==> src/rtl/rv_ctrl_pkg.sv <==
// Shared types and encodings for the multicycle RV32I control unit.
// Holds FSM states, opcodes, ALU op codes, datapath select encodings and decode helpers.
package rv_ctrl_pkg;

  localparam int unsigned XLEN     = 32;
  localparam int unsigned ALU_OP_W = 4;
  localparam int unsigned CNT_W    = 32;

  localparam logic [6:0] OPC_LUI    = 7'b0110111;
  localparam logic [6:0] OPC_AUIPC  = 7'b0010111;
  localparam logic [6:0] OPC_JAL    = 7'b1101111;
  localparam logic [6:0] OPC_JALR   = 7'b1100111;
  localparam logic [6:0] OPC_BRANCH = 7'b1100011;
  localparam logic [6:0] OPC_LOAD   = 7'b0000011;
  localparam logic [6:0] OPC_STORE  = 7'b0100011;
  localparam logic [6:0] OPC_OP_IMM = 7'b0010011;
  localparam logic [6:0] OPC_OP     = 7'b0110011;

  typedef enum logic [2:0] {
    ST_FETCH,
    ST_DECODE,
    ST_EXEC,
    ST_MEM,
    ST_WB,
    ST_TRAP
  } state_e;

  typedef enum logic [3:0] {
    ALU_ADD  = 4'b0000,
    ALU_SUB  = 4'b0001,
    ALU_SLL  = 4'b0010,
    ALU_SLT  = 4'b0011,
    ALU_SLTU = 4'b0100,
    ALU_XOR  = 4'b0101,
    ALU_SRL  = 4'b0110,
    ALU_SRA  = 4'b0111,
    ALU_OR   = 4'b1000,
    ALU_AND  = 4'b1001,
    ALU_LUI  = 4'b1010,
    ALU_NOP  = 4'b1111
  } alu_op_e;

  typedef enum logic [1:0] {
    WB_ALU = 2'b00,
    WB_MEM = 2'b01,
    WB_PC4 = 2'b10
  } wb_sel_e;

  typedef enum logic [1:0] {
    OPA_RS1  = 2'b00,
    OPA_PC   = 2'b01,
    OPA_ZERO = 2'b10
  } opa_sel_e;

  typedef enum logic [3:0] {
    CLS_ALU_R,
    CLS_ALU_I,
    CLS_LUI,
    CLS_AUIPC,
    CLS_JAL,
    CLS_JALR,
    CLS_LOAD,
    CLS_STORE,
    CLS_BRANCH,
    CLS_ILLEGAL
  } instr_cls_e;

  function automatic instr_cls_e decode_class(input logic [6:0] opc);
    instr_cls_e cls;
    cls = CLS_ILLEGAL;
    case (opc)
      OPC_OP:     cls = CLS_ALU_R;
      OPC_OP_IMM: cls = CLS_ALU_I;
      OPC_LUI:    cls = CLS_LUI;
      OPC_AUIPC:  cls = CLS_AUIPC;
      OPC_JAL:    cls = CLS_JAL;
      OPC_JALR:   cls = CLS_JALR;
      OPC_LOAD:   cls = CLS_LOAD;
      OPC_STORE:  cls = CLS_STORE;
      OPC_BRANCH: cls = CLS_BRANCH;
      default:    cls = CLS_ILLEGAL;
    endcase
    return cls;
  endfunction

  // alt selects SUB for funct3=000 and SRA for funct3=101
  function automatic alu_op_e funct3_alu_op(input logic [2:0] f3, input logic alt);
    alu_op_e op;
    op = ALU_ADD;
    case (f3)
      3'b000: op = alt ? ALU_SUB : ALU_ADD;
      3'b001: op = ALU_SLL;
      3'b010: op = ALU_SLT;
      3'b011: op = ALU_SLTU;
      3'b100: op = ALU_XOR;
      3'b101: op = alt ? ALU_SRA : ALU_SRL;
      3'b110: op = ALU_OR;
      3'b111: op = ALU_AND;
      default: op = ALU_ADD;
    endcase
    return op;
  endfunction

endpackage

==> src/rtl/alu_op_dec.sv <==
// Combinational ALU operation decode from opcode, funct3 and funct7.
module alu_op_dec
  import rv_ctrl_pkg::*;
(
  input  logic [6:0]          i_opcode,
  input  logic [2:0]          i_funct3,
  input  logic [6:0]          i_funct7,
  output logic [ALU_OP_W-1:0] o_alu_op
);

  alu_op_e op_c;
  logic    unused_funct7;

  assign unused_funct7 = ^{i_funct7[6], i_funct7[4:0]};

  // Immediate forms never subtract; only shift-right uses funct7[5]
  always_comb begin
    op_c = ALU_NOP;
    case (i_opcode)
      OPC_OP:     op_c = funct3_alu_op(i_funct3, i_funct7[5]);
      OPC_OP_IMM: op_c = funct3_alu_op(i_funct3, (i_funct3 == 3'b101) && i_funct7[5]);
      OPC_LUI:    op_c = ALU_LUI;
      OPC_AUIPC, OPC_JAL, OPC_JALR, OPC_LOAD, OPC_STORE: op_c = ALU_ADD;
      OPC_BRANCH: op_c = ALU_SUB;
      default:    op_c = ALU_NOP;
    endcase
  end

  assign o_alu_op = op_c;

endmodule

==> src/rtl/multicycle_ctrl.sv <==
// Multicycle RV32I control FSM: FETCH/DECODE/EXEC/MEM/WB with a sticky TRAP.
// Strobes are decoded from state and the instruction register; reset masks them immediately.
module multicycle_ctrl
  import rv_ctrl_pkg::*;
(
  input  logic                i_clk,
  input  logic                i_rst_n,
  input  logic [XLEN-1:0]     i_instr,
  input  logic                i_imem_ready,
  input  logic                i_dmem_ready,
  input  logic                i_br_taken,
  output logic                o_imem_req,
  output logic                o_ir_en,
  output logic                o_pc_en,
  output logic                o_pc_sel,
  output logic                o_dmem_req,
  output logic                o_dmem_wren,
  output logic                o_rd_wren,
  output logic [1:0]          o_wb_sel,
  output logic [1:0]          o_opa_sel,
  output logic                o_opb_sel,
  output logic [ALU_OP_W-1:0] o_alu_op,
  output logic                o_retire,
  output logic                o_illegal,
  output logic [CNT_W-1:0]    o_retire_cnt
);

  state_e                state_q, state_d;
  logic                  illegal_q, illegal_d;
  logic [CNT_W-1:0]      retire_cnt_q, retire_cnt_d;

  instr_cls_e            cls_c;
  logic [ALU_OP_W-1:0]   alu_op_dec_c;
  opa_sel_e              opa_dp_c;
  logic                  opb_dp_c;

  logic                  imem_req_c, ir_en_c, pc_en_c, pc_sel_c;
  logic                  dmem_req_c, dmem_wren_c, rd_wren_c;
  wb_sel_e               wb_sel_c;
  opa_sel_e              opa_sel_c;
  logic                  opb_sel_c;
  logic [ALU_OP_W-1:0]   alu_op_c;
  logic                  unused_instr;

  assign unused_instr = ^{i_instr[24:15], i_instr[11:7]};
  assign cls_c        = decode_class(i_instr[6:0]);

  alu_op_dec u_alu_op_dec (
    .i_opcode (i_instr[6:0]),
    .i_funct3 (i_instr[14:12]),
    .i_funct7 (i_instr[31:25]),
    .o_alu_op (alu_op_dec_c)
  );

  // Operand selects for the latched instruction, applied in EXEC/MEM/WB
  always_comb begin
    opa_dp_c = OPA_RS1;
    opb_dp_c = 1'b1;
    case (cls_c)
      CLS_LUI:            opa_dp_c = OPA_ZERO;
      CLS_AUIPC, CLS_JAL: opa_dp_c = OPA_PC;
      default:            opa_dp_c = OPA_RS1;
    endcase
    if ((cls_c == CLS_ALU_R) || (cls_c == CLS_BRANCH)) begin
      opb_dp_c = 1'b0;
    end
  end

  always_comb begin
    state_d     = state_q;
    illegal_d   = illegal_q;
    imem_req_c  = 1'b0;
    ir_en_c     = 1'b0;
    pc_en_c     = 1'b0;
    pc_sel_c    = 1'b0;
    dmem_req_c  = 1'b0;
    dmem_wren_c = 1'b0;
    rd_wren_c   = 1'b0;
    wb_sel_c    = WB_ALU;
    opa_sel_c   = OPA_RS1;
    opb_sel_c   = 1'b0;
    alu_op_c    = ALU_NOP;

    case (state_q)
      ST_FETCH: begin
        imem_req_c = 1'b1;
        if (i_imem_ready) begin
          ir_en_c = 1'b1;
          state_d = ST_DECODE;
        end
      end
      ST_DECODE: begin
        if (cls_c == CLS_ILLEGAL) begin
          state_d   = ST_TRAP;
          illegal_d = 1'b1;
        end else begin
          state_d = ST_EXEC;
        end
      end
      ST_EXEC: begin
        opa_sel_c = opa_dp_c;
        opb_sel_c = opb_dp_c;
        alu_op_c  = alu_op_dec_c;
        case (cls_c)
          CLS_BRANCH: begin
            pc_en_c  = 1'b1;
            pc_sel_c = i_br_taken;
            state_d  = ST_FETCH;
          end
          CLS_LOAD, CLS_STORE: state_d = ST_MEM;
          default:             state_d = ST_WB;
        endcase
      end
      ST_MEM: begin
        opa_sel_c   = opa_dp_c;
        opb_sel_c   = opb_dp_c;
        alu_op_c    = alu_op_dec_c;
        dmem_req_c  = 1'b1;
        dmem_wren_c = (cls_c == CLS_STORE);
        if (i_dmem_ready) begin
          if (cls_c == CLS_STORE) begin
            pc_en_c = 1'b1;
            state_d = ST_FETCH;
          end else begin
            state_d = ST_WB;
          end
        end
      end
      ST_WB: begin
        opa_sel_c = opa_dp_c;
        opb_sel_c = opb_dp_c;
        alu_op_c  = alu_op_dec_c;
        rd_wren_c = 1'b1;
        pc_en_c   = 1'b1;
        if (cls_c == CLS_LOAD) begin
          wb_sel_c = WB_MEM;
        end else if ((cls_c == CLS_JAL) || (cls_c == CLS_JALR)) begin
          wb_sel_c = WB_PC4;
          pc_sel_c = 1'b1;
        end
        state_d = ST_FETCH;
      end
      ST_TRAP: state_d = ST_TRAP;
      default: state_d = ST_FETCH;
    endcase

    retire_cnt_d = retire_cnt_q + CNT_W'(pc_en_c);
  end

  always_ff @(posedge i_clk or negedge i_rst_n) begin
    if (!i_rst_n) begin
      state_q      <= ST_FETCH;
      illegal_q    <= 1'b0;
      retire_cnt_q <= '0;
    end else begin
      state_q      <= state_d;
      illegal_q    <= illegal_d;
      retire_cnt_q <= retire_cnt_d;
    end
  end

  // Reset masks every strobe at once so an in-flight access is dropped
  assign o_imem_req   = imem_req_c  & i_rst_n;
  assign o_ir_en      = ir_en_c     & i_rst_n;
  assign o_pc_en      = pc_en_c     & i_rst_n;
  assign o_retire     = pc_en_c     & i_rst_n;
  assign o_dmem_req   = dmem_req_c  & i_rst_n;
  assign o_dmem_wren  = dmem_wren_c & i_rst_n;
  assign o_rd_wren    = rd_wren_c   & i_rst_n;
  assign o_pc_sel     = pc_sel_c;
  assign o_wb_sel     = wb_sel_c;
  assign o_opa_sel    = opa_sel_c;
  assign o_opb_sel    = opb_sel_c;
  assign o_alu_op     = alu_op_c;
  assign o_illegal    = illegal_q;
  assign o_retire_cnt = retire_cnt_q;

endmodule

==> config.mk <==
export PLATFORM = sky130hd
export DESIGN_NAME = multicycle_ctrl
export DESIGN_NICKNAME = d
export VERILOG_FILES = /design/src/rtl/rv_ctrl_pkg.sv /design/src/rtl/alu_op_dec.sv /design/src/rtl/multicycle_ctrl.sv
export SDC_FILE = /design/constraint.sdc
export NUM_CORES = 1
export LEC_CHECK = 0
export ABC_CLOCK_PERIOD_IN_PS = 2100
export BUFFER_PORTS_ARGS = -buffer_cell sky130_fd_sc_hd__buf_4
export CORE_MARGIN = 4
export CORE_UTILIZATION = 39
export CTS_CLUSTER_SIZE = 24
export DETAILED_ROUTE_END_ITERATION = 8
export GPL_ROUTABILITY_DRIVEN = 0
export HOLD_SLACK_MARGIN = 0.05
export PLACE_DENSITY = 0.75
export SLEW_MARGIN = 15
export SYNTH_ARGS = -nofsm -noshare
export SYNTH_HDL_FRONTEND = slang
export SYNTH_HIERARCHICAL = 1
export SYNTH_SLANG_ARGS = --single-unit
==> constraint.sdc <==
create_clock -name i_clk -period 2.1 [get_ports i_clk]
set_clock_uncertainty 0.1 [all_clocks]
set_input_delay 0.105 -clock i_clk [delete_from_list [all_inputs] [get_ports i_clk]]
set_output_delay 0.105 -clock i_clk [all_outputs]
set_load 0.01 [all_outputs]
==> metrics.yaml <==
status: "finished clean"
clock_latency_ns: 0.28
viasPerCell: 5.351
intPower_mw: 1.296
critPathSlowestCell: "a21oi_1"
worstPathBufferInverterCount: 2
finalSetupViolations: 0
fin_total_pwr_mw: 1.891
wl_per_cell_um: 14.07
yosysTopAreaCell: "dfrtp_1"
drcViolationCount: 0
nets: 363
p_seq_share_pct: 44.8
syn_nets: 279
numCtsBuffers: 5
via_count: 2119
rsz0062_at_grt: "yes"
cts_tree: "done"
area_delta_synth_final_pct: 38.23
synth_edf_count: 0
cp-start-kind: "register"
syn_inst: 240
yosysMostFrequentCell: "dfrtp_1"
synthTopCellsByArea: "dfrtp_1 40%, xnor2_1 12%, nand4_1 4.7%, nand2_1 3.0%, nand3_1 2.9%"
p_clk_share_pct: 24.0
path_class: "reg2out"
cts-root-buf: "clkbuf_8"
synth_area_per_cell_um2: 9.368
synth_top_area_share_pct: 40.07
first_global_vias: 2070
ant_nets: 0
power_density_nw_per_um2: 608.3
coreArea_um2: 5540
htree_levels: 2
antennaDiodeCount: 0
min_period_ns: 2.002
hp-class: "in2reg"
yosysWarningCount: 6
synth_compound_area_share_pct: 10.46
grt_pass1_wl_um: 9390
cp_top_family: "compound AO/OA/AOI/OAI gates"
die_area_um2: 7044
peakVddDrop_uv: 505.4
swShare_pct: 31.43
max_clock_freq_ghz: 0.4994
critPathCaptureType: "primary output"
max_cap_viol_count: 0
grt_use_total_pct: 15.93
grt_overflow: 0
antenna_found_initial: 0
cp_slowest_stage_delay_ns: 0.42
start_util_pct: 40.58
dp_hpwl_um: 4050
drive_gt1_share_pct: 33.95
wirelength_um: 5572
synth_xor_area_share_pct: 12.85
portBuffers: 65
synth_cell_types: 56
ys_seq_elements: 36
maxSlewViolCount: 0
synthAdderAreaFrac_pct: 1.113
post-route-period-util_pct: 95.36
finalSetupTns_ns: 0
power_leakage_nw: 1.396
cp.required_ns: 1.89
rows: 27
die_w_um: 83.93
ys.flop_type: "dfrtp_1"
cts.sinks: 36
comb_power_share_pct: 31.2
crit_arrival_ns: 1.80
grt_max_degree: 40
die_h_um: 83.93
synthArstFlopShare_pct: 100.0
synthMuxAreaShare_pct: 0.4452
io_pins: 87
clk_pin_slew_ns: 0.07
crit_chain: "nor3b_2, buf_4, a21oi_1, nor2_1, nor4b_2, buf_4"
syn-cell-area_um2: 2248
maxSlewHeadroom_pct: 65.38
synthSimpleGateAreaFrac_pct: 31.11
dr.first_iter.drc_count: 182
synthTopCellsByCount: "36 x dfrtp_1, 30 x xnor2_1, 18 x nand2_1, 17 x nand4_1, 13 x nand3_1"
clock_path_buffers: 2
worst_pin_slew_ns: 0.5193
finalHoldViolCount: 0
path_max_fanout: 7
crit_top_cell: "buf_4"
synth_top_family_by_area: "simple AND/OR/NAND/NOR gates"
ys_seq_area_share_pct: 40.07
first_pass_iters: 4
p_sw_uw: 594.3
[stage by stage]
step / instances / instance area (um^2) / util, % / worst slack (ns) / hold slack (ns)
after floorplan: 240 / 2261 / - / 0.01676 / -0.2906
after global placement: 385 / 2933 / 52.94 / 0.009527 / 0.09173
after detailed placement: 385 / 2933 / 52.94 / -0.03543 / 0.09779
after CTS: 394 / 3053 / 55.10 / 0.01550 / 0.06511
after global routing: 396 / 3108 / 56.10 / -0.03425 / 0.08805
final: 396 / 3108 / 56.10 / 0.09754 / 0.06661
[cell families (layout without fill, tap and decap cells)]
kind of cell | Yosys count | count (layout)
xor gates and xnor gates | 33 | 33
and+or+nand+nor | 115 | 115
buffers and inverters | 18 | 102
AOI/OAI and AO/OA | 35 | 35
DFF | 36 | 36
muxes | 1 | 1
adders and majority gates | 2 | 2
[layer usage]
layer	GRT usage [%]	part of all wire (%)	wire (um)
met1	20.39	45	2482
met2	26.54	49	2754
met3	3.356	4.4	247
met4	5.556	1.6	88
met5	0	0	0
[timing repair]
action                                 in CTS  in global routing
pin swaps                                   3                  5
hold buffers                                1                  0
gates cloned                                0                  1
setup endpoints to repair                   8                 14
endpoints found under the hold margin      36                  0
buffers inserted                            1                  1
resized for setup                           4                  3
[worst reg2reg max path: cells and delay by family (launching register included)]
family / cells / cell delay, ns
AO/OA/AOI/OAI: 1 / 0.19
XOR/XNOR: 1 / 0.19
adder cells (fa/ha/maj): 2 / 0.30
buffers and inverters: 1 / 0.14
flip-flops: 1 / 0.39
AND/OR/NAND/NOR: 4 / 0.58
[worst paths after layout]
check	start	to	slack (ns)	depth (start not counted)
setup / recovery	state_q[2]	o_opa_sel[1]	0.1	6
hold / removal	i_dmem_ready	state_q[1]	0.07	4
setup reg to reg	state_q[2]	o_retire_cnt[16]	0.12	9
min in group asynchronous	i_rst_n	o_illegal	0.33	3
hold reg to reg	o_retire_cnt[31]	o_retire_cnt[31]	0.38	1
max in group asynchronous	i_rst_n	o_retire_cnt[30]	1.23	3
[cells in the final DEF, fill, tap and decap left out, types with 2 or more instances in the layout]
| cell type | n |
|---|---|
| or2_2 | 4 |
| inv_1 | 10 |
| nand2b_1 | 2 |
| o21a_1 | 2 |
| xor2_1 | 3 |
| nand2b_4 | 2 |
| a211oi_1 | 2 |
| and3_1 | 6 |
| a31oi_1 | 2 |
| buf_12 | 2 |
| nor2b_1 | 4 |
| and2_1 | 6 |
| nor3_1 | 7 |
| ha_4 | 2 |
| nor2_1 | 9 |
| a21oi_1 | 5 |
| dfrtp_1 | 36 |
| xnor2_1 | 30 |
| o211ai_1 | 2 |
| nand2_1 | 18 |
| nand3_1 | 13 |
| a211o_1 | 2 |
| and4_1 | 4 |
| or2_1 | 2 |
| buf_4 | 81 |
| nand4_1 | 17 |
| a22oi_1 | 2 |
| o21ai_0 | 9 |
| clkbuf_8 | 5 |
| nand3b_1 | 3 |
[area by class of cell]
cell class	count	area [um^2]
fill	507	2432
multi-input combinational	186	1319
sequential	36	900.9
timing repair buffer	85	683.2
tap	72	90.09
clock buffer	6	72.57
inverter	10	37.54
clock inverter	1	5.005
[state kept, by name (all words and copies together), names as in the netlist]
signal and cells:
state_q 3, o_retire_cnt 32, o_illegal 1
[power by group through the flow]
| stage | Sequential, mW | Clock, mW | Combinational (mW) |
|---|---|---|---|
| after detailed placement | 0.855 | 0 | 0.556 |
| after CTS | 0.849 | 0.468 | 0.578 |
| after floorplan | 0.866 | 0 | 0.248 |
| final | 0.847 | 0.454 | 0.589 |
| after global routing | 0.863 | 0.503 | 0.655 |
| after global placement | 0.850 | 0 | 0.545 |
Note: power is estimated with default switching activity, not from simulation.
